==> config.mk <==
export PLATFORM = sky130hd
export DESIGN_NAME = sum_fp_arbiter
export DESIGN_NICKNAME = d
export VERILOG_FILES = /design/src/rtl/sum_fp_arbiter.sv
export SDC_FILE = /design/constraint.sdc
export NUM_CORES = 1
export LEC_CHECK = 0
export CORE_MARGIN = 1.5
export CORE_UTILIZATION = 55
export DETAILED_ROUTE_END_ITERATION = 16
export PLACE_DENSITY = 0.91
export RECOVER_POWER = 100
export SYNTH_ARGS = -nofsm -noshare
export SYNTH_HDL_FRONTEND = slang
export SYNTH_SLANG_ARGS = --single-unit
==> constraint.sdc <==
create_clock -name clk -period 8.34 [get_ports clk]
set_clock_uncertainty 0.1 [all_clocks]
set_input_delay 1.668 -clock clk [delete_from_list [all_inputs] [get_ports clk]]
set_output_delay 1.668 -clock clk [all_outputs]
set_load 0.02 [all_outputs]
==> src/rtl/sum_fp_arbiter.sv <==
// Two-port valid/ready front-end for the S16.14 + S12.11 adder; result 2 edges after grant, held until consumed.
// Define SUM_FP_ARB_FIXED_PRIO_EN for fixed priority (req0 wins); default is round-robin.
module sum_fp_arbiter #(
   parameter int NB_IN_A  = 16,
   parameter int NBF_IN_A = 14,
   parameter int NB_IN_B  = 12,
   parameter int NBF_IN_B = 11,
   parameter int NB_OUT   = 17
) (
   input  logic                clk,
   input  logic                i_rst,
   input  logic                i_req0_valid,
   output logic                o_req0_ready,
   input  logic [NB_IN_A-1:0]  i_req0_a,
   input  logic [NB_IN_B-1:0]  i_req0_b,
   input  logic [1:0]          i_req0_mode,
   input  logic                i_req1_valid,
   output logic                o_req1_ready,
   input  logic [NB_IN_A-1:0]  i_req1_a,
   input  logic [NB_IN_B-1:0]  i_req1_b,
   input  logic [1:0]          i_req1_mode,
   output logic                o_res_valid,
   input  logic                i_res_ready,
   output logic [NB_OUT-1:0]   o_res_data,
   output logic                o_res_id,
   output logic [1:0]          o_res_mode,
   output logic                o_busy
);

   localparam int SH    = NBF_IN_A - NBF_IN_B;
   localparam int NB_T  = 11;
   localparam int LSB_T = 4;
   localparam int NB_R  = 9;
   localparam int LSB_R = 6;

   localparam logic [NB_OUT-1:0] T_MAX    = NB_OUT'((1 << (NB_T - 1)) - 1);
   localparam logic [NB_OUT-1:0] T_MIN    = ~T_MAX;
   localparam logic [NB_OUT-1:0] R_MAX    = NB_OUT'((1 << (NB_R - 1)) - 1);
   localparam logic [NB_OUT-1:0] R_MIN    = ~R_MAX;
   localparam logic [NB_OUT:0]   RND_HALF = (NB_OUT + 1)'(1 << (LSB_R - 1));

   typedef enum logic [1:0] {IDLE, CALC, HOLD} state_t;

   state_t               r_state;
   logic [NB_IN_A-1:0]   r_a;
   logic [NB_IN_B-1:0]   r_b;
   logic [1:0]           r_mode;
   logic                 r_id;
`ifndef SUM_FP_ARB_FIXED_PRIO_EN
   logic                 r_ptr;
`endif

   logic                 w_gnt0;
   logic                 w_gnt1;
   logic [NB_OUT-1:0]    w_a_ext;
   logic [NB_OUT-1:0]    w_b_ext;
   logic [NB_OUT-1:0]    w_full;
   logic [NB_OUT:0]      w_rnd;
   logic [NB_OUT-NB_T-LSB_T:0] w_hi_t;
   logic [NB_OUT-NB_R-LSB_R+1:0] w_hi_r;
   logic                 w_ovf_t;
   logic                 w_ovf_r;
   logic [NB_OUT-1:0]    w_res;
   logic                 w_unused;

   // Grants only in IDLE and never while reset is asserted.
   always_comb begin
      w_gnt0 = 1'b0;
      w_gnt1 = 1'b0;
      if (!i_rst && r_state == IDLE) begin
`ifdef SUM_FP_ARB_FIXED_PRIO_EN
         w_gnt0 = i_req0_valid;
         w_gnt1 = i_req1_valid && !i_req0_valid;
`else
         if (i_req0_valid && i_req1_valid) begin
            w_gnt0 = !r_ptr;
            w_gnt1 = r_ptr;
         end else begin
            w_gnt0 = i_req0_valid;
            w_gnt1 = i_req1_valid;
         end
`endif
      end
   end

   assign o_req0_ready = w_gnt0;
   assign o_req1_ready = w_gnt1;

   // Align B's binary point to A's before the add.
   assign w_a_ext = {{(NB_OUT - NB_IN_A){r_a[NB_IN_A-1]}}, r_a};
   assign w_b_ext = {{(NB_OUT - NB_IN_B - SH){r_b[NB_IN_B-1]}}, r_b, {SH{1'b0}}};
   assign w_full  = w_a_ext + w_b_ext;
   assign w_rnd   = {w_full[NB_OUT-1], w_full} + RND_HALF;

   assign w_hi_t   = w_full[NB_OUT-1:LSB_T+NB_T-1];
   assign w_hi_r   = w_rnd[NB_OUT:LSB_R+NB_R-1];
   assign w_ovf_t  = !((&w_hi_t) || (~|w_hi_t));
   assign w_ovf_r  = !((&w_hi_r) || (~|w_hi_r));
   assign w_unused = ^w_rnd[LSB_R-1:0];

   always_comb begin
      w_res = w_full;
      case (r_mode)
         2'd1: w_res = {{(NB_OUT - NB_T){w_full[LSB_T+NB_T-1]}}, w_full[LSB_T+NB_T-1:LSB_T]};
         2'd2: begin
            if (w_ovf_t) w_res = w_full[NB_OUT-1] ? T_MIN : T_MAX;
            else         w_res = {{(NB_OUT - NB_T){w_full[LSB_T+NB_T-1]}}, w_full[LSB_T+NB_T-1:LSB_T]};
         end
         2'd3: begin
            if (w_ovf_r) w_res = w_rnd[NB_OUT] ? R_MIN : R_MAX;
            else         w_res = {{(NB_OUT - NB_R){w_rnd[LSB_R+NB_R-1]}}, w_rnd[LSB_R+NB_R-1:LSB_R]};
         end
         default: w_res = w_full;
      endcase
   end

   always_ff @(posedge clk) begin
      if (i_rst) begin
         r_state     <= IDLE;
         r_a         <= '0;
         r_b         <= '0;
         r_mode      <= '0;
         r_id        <= 1'b0;
`ifndef SUM_FP_ARB_FIXED_PRIO_EN
         r_ptr       <= 1'b0;
`endif
         o_res_valid <= 1'b0;
         o_res_data  <= '0;
         o_res_id    <= 1'b0;
         o_res_mode  <= '0;
         o_busy      <= 1'b0;
      end else begin
         case (r_state)
            IDLE: begin
               if (w_gnt0 || w_gnt1) begin
                  r_a     <= w_gnt1 ? i_req1_a    : i_req0_a;
                  r_b     <= w_gnt1 ? i_req1_b    : i_req0_b;
                  r_mode  <= w_gnt1 ? i_req1_mode : i_req0_mode;
                  r_id    <= w_gnt1;
`ifndef SUM_FP_ARB_FIXED_PRIO_EN
                  r_ptr   <= !w_gnt1;
`endif
                  o_busy  <= 1'b1;
                  r_state <= CALC;
               end
            end
            CALC: begin
               o_res_data  <= w_res;
               o_res_id    <= r_id;
               o_res_mode  <= r_mode;
               o_res_valid <= 1'b1;
               r_state     <= HOLD;
            end
            HOLD: begin
               if (i_res_ready) begin
                  o_res_valid <= 1'b0;
                  o_busy      <= 1'b0;
                  r_state     <= IDLE;
               end
            end
            default: r_state <= IDLE;
         endcase
      end
   end

endmodule

# Yosys cells after proc, flatten, opt, wreduce, memory -nomap -nowiden
# Cells that the tools add are included.
[totals]
reg_bits = 56
in_bits = 65
elab_cells = 60
[classes]
addsub = 2
n_eq_ne = 7
muxes = 19
n_reduce_logical = 21
[ops]
columns = ["op", "count"]
rows = [
  ["2-to-1 mux 17 bit", 4],
  ["case mux 17 bit (3 select lines)", 1],
  ["adder 17 x 7 -> 18 bit, second input constant", 1],
  ["adder 16 x 15 -> 17 bit", 1],
  ["2-to-1 mux 16 bit", 1],
  ["2-to-1 mux 12 bit", 1],
  ["== test 2 bit, second input constant", 3],
  ["2-to-1 mux 1 bit", 6],
  ["2-to-1 mux 2 bit", 3],
  ["case mux 2 bit (3 select lines)", 1],
  ["AND reduction 2 bit", 3],
  ["AND reduction 3 bit", 2],
  ["logical NOT 1 bit", 5],
  ["== test 2 x 1 -> 1 bit, second input constant", 2],
  ["case mux 1 bit (2 select lines)", 2],
  ["AND reduction 4 bit", 1],
  ["nonzero test 2 bit", 2],
  ["OR reduction 4 bit", 1],
  ["logical OR 1 bit", 3],
  ["OR reduction 3 bit", 1],
  ["logical AND 1 bit", 2],
  ["logical NOT 2 bit", 1],
  ["!= test 2 x 1 -> 1 bit, second input constant", 1],
  ["!= test 2 bit, second input constant", 1],
]

# Depth between registers and ports, before layout
[depth]
ltp_word = 7
depth_mapped = 12
ltp_nobuf = 12

# Worst setup path before layout
# OpenSTA, ideal clock, no wires.
[synth_timing]
kind = "input to output"
from = "in i_req1_valid"
to = "out o_req0_ready"
t_arrival_ns = 2.586
t_required_ns = 6.572
setup_slack_ns = 3.986
path_stages = 4
path_buffers = 1
cell_sequence = "a21oi_1 nand3_1 inv_1 clkbuf_1"
[synth_between]
elab_chain_cells = 3
[synth_lines]
columns = ["item", "line", "rtl"]
rows = [
  ["from (decl)", "17", "input logic i_req1_valid,"],
  ["logical AND 1 bit", "75", "if (i_req0_valid && i_req1_valid) begin"],
  ["2-to-1 mux 1 bit", "75", ""],
  ["2-to-1 mux 1 bit", "70", "if (!i_rst && r_state == IDLE) begin"],
  ["to (decl)", "13", "output logic o_req0_ready,"],
]
# No other way between the ends.

# Worst setup path after layout
# Same ends and word-level chain as after synthesis.

==> flow_summary.yaml <==
outcome:
  status: "completed"
grt:
  grt_usage: 0.2823
  grt_max_degree: 59
  overflow: 0
  grt_pass1_wl_mm: 17.27
  grt_pass1_vias: 3781
  antenna_found_initial: 0
setup_path:
  required_ns: 6.57
  cp_cell_sequence: "clkdlybuf4s50_1 > a21oi_1 > nand3_1 > inv_1 > clkbuf_1 > dlygate4sd3_1"
  crit_arrival_ns: 4.65
  cp_slowest_cell: "clkbuf_1"
  r2r-end: "o_res_data[1]$_SDFFE_PP0P_"
  end_kind: "output port"
  crit_fanout: 33
  cp-startpoint: "i_req1_valid"
  rr_startpoint: "r_a[3]$_SDFFE_PP0P_"
  regToRegSetupSlack_ns: 3.67
  r2r_cells: 12
  crit_family: "buffers and inverters"
  start_kind: "input port"
  worst-setup-path-type: "input port to output port"
  crit_path_max_incr_delay_ns: 0.93
  crit_cells: 6
  path_buf_inv: 4
timing:
  layout_min_cycle_time_ns: 6.414
  worstMarginPinSlew_ns: 1.242
  fin_tns_setup_ns: 0
  drv_slew: 0
  fmax_ghz: 0.1559
  setup_violations: 0
  fin_crit_sh: 0.7691
  rsz0062_at_grt: "false"
  setup_ws_ns: 1.926
  maxSlewHeadroom: 0.1720
  whs_ns: 0.3574
  hold_violations: 0
yosys:
  synth_edf_count: 0
  synthCells: 493
  synth_cell_types: 68
  synth_top_area_share: 0.2930
  ys_warn_count: 0
  synth_area_sq_um: 3826
  synth_nets: 573
  syn_area_per_cell_sq_um: 7.761
  postSynth.asyncResetShare: 0
  ys_seq_elements: 56
  synth-seq-area-share: 0.2930
  synth_top_cell_by_area: "dfxtp_1"
  synth_flop_cell: "dfxtp_1"
  synth_area_leaders: "dfxtp_1 29%, nand2_1 7.9%, a21oi_1 6.3%"
route:
  wirelength_mm: 10.20
  vias: 3963
  drt.antenna.violating_nets: 0
  avgRoutedWirePerCell_um: 15.79
  dr.pass1.iters: 5
  drtIter0Drc: 273
  avgViaCountPerCell: 6.135
  drc: 0
finish:
  nNetsFinal: 645
  nFillCells: 573
  area_delta_synth_final_pct: 24.89
  fin_area_sq_um: 4778
  final_cell_mix: "81 x nand2_1, 61 x clkdlybuf4s50_1, 56 x dfxtp_1"
  fin_cells: 646
  layout_commonest_cell: "nand2_1"
  fin_util: 0.7072
  antenna_cells: 0
  drive_gt1_frac: 0.06714
clock_network:
  root_buffer: "clkbuf_8"
  cts_sinks: 56
  postCtsSetupBuffers: 0
  cts_buffers: 5
  clk_pin_slew_ns: 0.11
  cts_resized: 0
  holdBufCountCts: 0
  cts.path.max_buffers: 2
  cts_tree: "built"
  clk_latency_ns: 0.32
  h-tree-depth: 2
worst_hold_path:
  min_from: "o_res_data[9]$_SDFFE_PP0P_"
  hold_class: "flip-flop to flip-flop"
  hold_depth: 2
  min_to: "o_res_data[9]$_SDFFE_PP0P_"
die:
  coreArea_sq_um: 6756
  io_pins: 89
  die_y_um: 86.41
  dieArea_sq_um: 7466
  die_w_um: 86.41
  start_util: 0.5663
  row_count: 30
placed_design:
  dpl_cell_area_sq_um: 4720
  gp_congestion: 0.9275
  io_buffers: 88
  dp_worst_setup_slack_ns: 2.668
  dp_hpwl_mm: 7.820
  dpl.cell_count: 638
flow_run:
  cap_violations: 0
pwr:
  powerDensity_nw_per_um2: 167.7
  total_power_mw: 0.8015
  ir_drop_mv: 0.09251
  p_leak_nw: 1.766
==> worst max path at each step <==
stage | endpoint | slack [ns]
floorplan | o_req0_ready | 3.99
global placement | o_req0_ready | 2.76
detailed placement | o_req0_ready | 2.67
CTS | o_req0_ready | 2.67
global route | o_req0_ready | 1.67
finish | o_req0_ready | 1.93
==> area by class of cell <==
| type | count | area, sq um | share of cell area |
|---|---|---|---|
| Clock buffer | 5 | 68.82 | 0.01440 |
| Clock inverter | 3 | 22.52 | 0.004713 |
| Inverter | 12 | 45.04 | 0.009427 |
| Multi-Input combinational cell | 398 | 2519 | 0.5271 |
| Sequential cell | 56 | 1121 | 0.2346 |
| Tap cell | 80 | 100.1 | 0.02095 |
| Timing Repair Buffer | 92 | 902.1 | 0.1888 |
==> cells in the mapped netlist (3+ instances only) <==
master     number
a2111oi_1       6
a211oi_1        9
a21o_1          4
a21oi_1        48
a22oi_1        13
a311oi_1       17
a31oi_1         3
and3_1          6
buf_1           4
buf_2           3
clkbuf_1       19
dfxtp_1        56
ha_1           14
inv_1          12
nand2_1        81
nand2b_1        6
nand3_1         8
nand3b_1        4
nand4_1         4
nor2_1         53
nor2_2          3
nor2b_1         5
nor3_1         13
nor4b_2         5
o2111ai_1       4
o211ai_1        5
o21a_1          4
o21ai_0        22
o21ai_1         4
o31a_1          3
xnor2_1         5
xor2_1          5
==> worst register-to-register path: stages, from the launching register on <==
cell	delay (ns)
dfxtp_1	0.37
ha_1	0.19
inv_1	0.06
fa_1	0.41
nand2b_1	0.24
a211oi_1	0.66
o21ai_0	0.24
a21oi_1	0.37
a21oi_1	0.17
o21ai_0	0.88
o21ai_0	0.27
a2111oi_0	0.46
nor3_1	0.11
==> where the power goes <==
part | internal, mW | total (mW) | leakage (nW) | switching, mW
clock | 0.0605 | 0.156 | 0.0485 | 0.0951
sequential | 0.297 | 0.319 | 0.459 | 0.0223
combinational | 0.134 | 0.327 | 1.26 | 0.193
==> state kept, by name, indices dropped and copies added (netlist names) <==
| name | cells |
|---|---|
| r_id | 1 |
| r_mode | 2 |
| r_state | 2 |
| o_res_data | 17 |
| r_b | 12 |
| o_res_id | 1 |
| o_res_valid | 1 |
| o_res_mode | 2 |
| r_a | 16 |
| r_ptr | 1 |
| o_busy | 1 |
==> per-layer routing <==
layer	wire, um	global-route usage
met1	4574	0.3773
met3	629	0.03143
met4	146	0.05425
met5	0	0
met2	4851	0.4943
==> kinds of logic after synthesis <==
| kind of cell | count (synthesis) | share of synthesized area |
|---|---|---|
| muxes | 2 | 0.005559 |
| buffers and inverters | 39 | 0.04120 |
| xor gates and xnor gates | 10 | 0.02289 |
| and+or+nand+nor | 209 | 0.2767 |
| AOI/OAI and AO/OA | 162 | 0.3097 |
| DFF | 56 | 0.2930 |
| adders and majority gates | 15 | 0.05101 |
No activity file was read; power rests on OpenSTA's default activity.
==> RTL edit 1: new RTL, same flow settings <==
Reset style: asynchronous (`i_rst`), changed in one clocked block.
--- a/src/rtl/sum_fp_arbiter.sv
+++ b/src/rtl/sum_fp_arbiter.sv
@@ -114,7 +114,7 @@
       endcase
    end
 
-   always_ff @(posedge clk) begin
+   always_ff @(posedge clk or posedge i_rst) begin
       if (i_rst) begin
          r_state     <= IDLE;
          r_a         <= '0;
Formal check against the unedited RTL: differs if i_rst is asserted again (counterexample within 4 cycles, from zero or initial values and one cycle with i_rst high); with i_rst held inactive, the same outputs for 10 cycles.
==> RTL edit 1 against the original RTL <==
The run now ends with design-rule violations, max-capacitance violations, max-slew violations left. Via count down 5.7%. Final area shrank 1.9%. Worst setup slack improved by 0.29 ns. Sequential cell count unchanged. Die area down 3.3%. First-iteration DRC count is 8.8% lower. Wire length is 0.37% lower. Synthesized area fell by 3.4%. Critical path type unchanged. Largest cell class unchanged.
Power is left out: the tool's default activity adds up to more than one toggle a clock period on the data nets, which glitch-free logic cannot reach.
==> RTL edit 1: results (changes against the original RTL) <==
reg2reg_to: "o_res_data[4]"  # was o_res_data[1]
ys_seq_area_frac: 0.379  # was 0.293
signal_buffers: 91  # was 92
async_flop_share: 1.00  # was 0
drc: 3  # was 0
grtUsageTotal: 0.285  # was 0.282
worst_hold_path.endpoint: "o_res_mode[0]"  # was o_res_data[9]
nClkBuffers: 6  # was 5
synth_mux_area_frac: 0.00271  # was 0.00556
violations: "design-rule violations, max-capacitance violations, max-slew violations"
yosysTopAreaCellShare: 0.379  # was 0.293
grt_pass1_wl_microns: 16700  # was 17300 microns
synthTopCellsByArea: "dfrtp_1 38%, nand2_1 11%, a31oi_1 6.3%"  # was dfxtp_1 29%, nand2_1 7.9%, a21oi_1 6.3%
maxCapViolations: 2  # was 0
final_net_count: 623  # was 645
synth-adder-area-share: 0.0528  # was 0.0510
worstHoldStart: "o_res_mode[0]"  # was o_res_data[9]
status: "complete, but fails checks"  # was complete, no violations
synth_compound_area_frac: 0.244  # was 0.310
met3_wirelength_microns: 467  # was 629 microns
syn-instance-count: 466  # was 493
grt_pass1_vias: 3550  # was 3781
slew_viol_final: 119  # was 0
post-dp-hpwl_microns: 7870  # was 7820 microns
synth_common_cells: "104 x nand2_1, 58 x nor2_1, 56 x dfrtp_1"  # was 81 x nand2_1, 56 x dfxtp_1, 53 x nor2_1
## RTL edit 1: worst max path at each step
stage,from,end,slack [ns],depth (start not counted)
2_1_floorplan,i_rst,o_req0_ready,4.03,4
6_report,i_rst,o_req0_ready,2.21,6
5_1_grt,i_rst,o_req0_ready,2.02,6
3_5_place_dp,i_rst,o_req0_ready,2.38,6
3_3_place_gp,i_rst,o_req0_ready,2.45,6
4_1_cts,i_rst,o_req0_ready,2.31,6
## RTL edit 1: logic make-up (layout without fill, tap and decap cells)
logic type                 after synthesis  count (layout)
and+or+nand+nor                        214             214
AOI/OAI and AO/OA                      133             133
DFF                                     56              56
buffers and inverters                   33             111
adders and majority gates               15              15
xor gates and xnor gates                14              14
muxes                                    1               1
==> RTL edit 2: new RTL, config.mk and constraints unchanged <==
Made on the original files. `NB_IN_B`: 12 -> 13.
--- a/src/rtl/sum_fp_arbiter.sv
+++ b/src/rtl/sum_fp_arbiter.sv
@@ -3,7 +3,7 @@
 module sum_fp_arbiter #(
    parameter int NB_IN_A  = 16,
    parameter int NBF_IN_A = 14,
-   parameter int NB_IN_B  = 12,
+   parameter int NB_IN_B  = 13,
    parameter int NBF_IN_B = 11,
    parameter int NB_OUT   = 17
 ) (
Ports: changed (resized i_req0_b and i_req1_b); port bits go from 89 to 91. No check against the original RTL was run, so the function may have changed too.
==> RTL edit 2 against the original RTL <==
Combinational power shrank 6.7%. Total power grew 15%. Worst setup slack lost 0.48 ns. Final area grew 1.6%. Synthesized cell count shrank 3.9%. Wire length grew 3.6%. Register-to-register slack gained 0.85 ns. Highest routed layer unchanged. Synthesized area shrank 1.6%. Die area shrank 1.5%. Sequential cell count grew 1. Hold slack lost 0.0045 ns.
==> RTL edit 2: results (changes against the original RTL) <==
ys_seq_area_frac: 0.303  # was 0.293
critPathMaxStageDelay_ns: 1.00  # was 0.93 ns
clkTransAtPathRegs_ns: 0.07  # was 0.11 ns
synth.distinct_cells: 79  # was 68
fmax_mhz: 145  # was 156 MHz
top_regs: "o_res_data: 17 flops, r_a: 16 flops, r_b: 13 flops"  # was o_res_data: 17 flops, r_a: 16 flops, r_b: 12 flops
cts_buffers: 9  # was 5
met2_usage: 0.506  # was 0.494
grt_util_met3: 0.0597  # was 0.0314
place.gp.congestion: 0.920  # was 0.928
status: "complete, no violations"  # unchanged
drt_first_pass_iters: 5  # unchanged
routedWlPerCell_microns: 16.6  # was 15.8 microns
wl_met2_microns: 5080  # was 4850 microns
synthTopCellsByArea: "dfxtp_1 30%, nand2_1 7.5%, a21oi_1 5.8%"  # was dfxtp_1 29%, nand2_1 7.9%, a21oi_1 6.3%
postPlaceCellArea_sq_um: 4680  # was 4720 sq um
grt_max_degree: 49  # was 59
startpoint: "i_rst"  # was i_req1_valid
ir_drop_uv: 135  # was 92.5 uV
rrSetupSlack_ns: 4.52  # was 3.67 ns
dr.first_iter.drc_count: 233  # was 273
ys.flop_type: "dfxtp_1"  # unchanged
intPower_uw: 613  # was 491 uW
crit_fanout: 48  # was 33
reg2regPathDepth: 13  # was 12
vias_per_cell: 6.25  # was 6.13
worstHoldStart: "o_res_data[16]"  # was o_res_data[9]
wl_met1_microns: 4470  # was 4570 microns
grt_pass1_wl_microns: 17400  # was 17300 microns
h-tree-depth: 3  # was 2
pwr-share-seq: 0.353  # was 0.398
met3_wirelength_microns: 797  # was 629 microns
relSlewSlack: 0.101  # was 0.172
grt_pass1_vias: 3818  # was 3781
p_leak_nw: 1.89  # was 1.77 nW
synthesis.area_per_instance_sq_um: 7.95  # was 7.76 sq um
worstReg2RegStart: "r_a[3]"  # unchanged
yosysWarnings: 0  # unchanged
grtUsageTotal: 0.297  # was 0.282
io_buffers: 90  # was 88
combPwrFrac: 0.331  # was 0.408
vias: 3969  # was 3963
synth_nets: 556  # was 573
grt_util_met1: 0.370  # was 0.377
place_ws_ns: 2.39  # was 2.67 ns
synth_common_cells: "75 x nand2_1, 57 x dfxtp_1, 44 x a21oi_1"  # was 81 x nand2_1, 56 x dfxtp_1, 53 x nor2_1
critPathCapture: "o_req0_ready"  # unchanged
worst_hold_path.endpoint: "o_res_data[16]"  # was o_res_data[9]
hold-worst-slack_ns: 0.353  # was 0.357 ns
==> RTL edit 2: changes by cell type after synthesis, moves of 4 or more <==
cell / before / now
nor3b_1: 0 / 4
nand4_1: 4 / 0
nor2_1: 53 / 39
a2111oi_1: 6 / 0
nor3_1: 13 / 6
nand2_1: 81 / 75
a21oi_1: 48 / 44
nor4b_2: 5 / 0
a21oi_2: 0 / 5
==> RTL edit 2: cell type report <==
class | count | area [sq um]
Clock buffer | 11 | 151
Timing Repair Buffer | 94 | 927
Inverter | 17 | 63.8
Sequential cell | 57 | 1140
Tap cell | 77 | 96.3
Fill cell | 484 | 1640
Multi-Input combinational cell | 374 | 2400
Clock inverter | 5 | 77.6
==> RTL edit 2: logic make-up (layout without fill, tap and decap cells) <==
group	Yosys count	in the layout	synth area share
AOI/OAI and AO/OA	171	171	0.338
and+or+nand+nor	169	169	0.212
DFF	57	57	0.303
buffers and inverters	43	127	0.0458
xor gates and xnor gates	16	16	0.0412
adders and majority gates	15	15	0.0518
muxes	3	3	0.00831
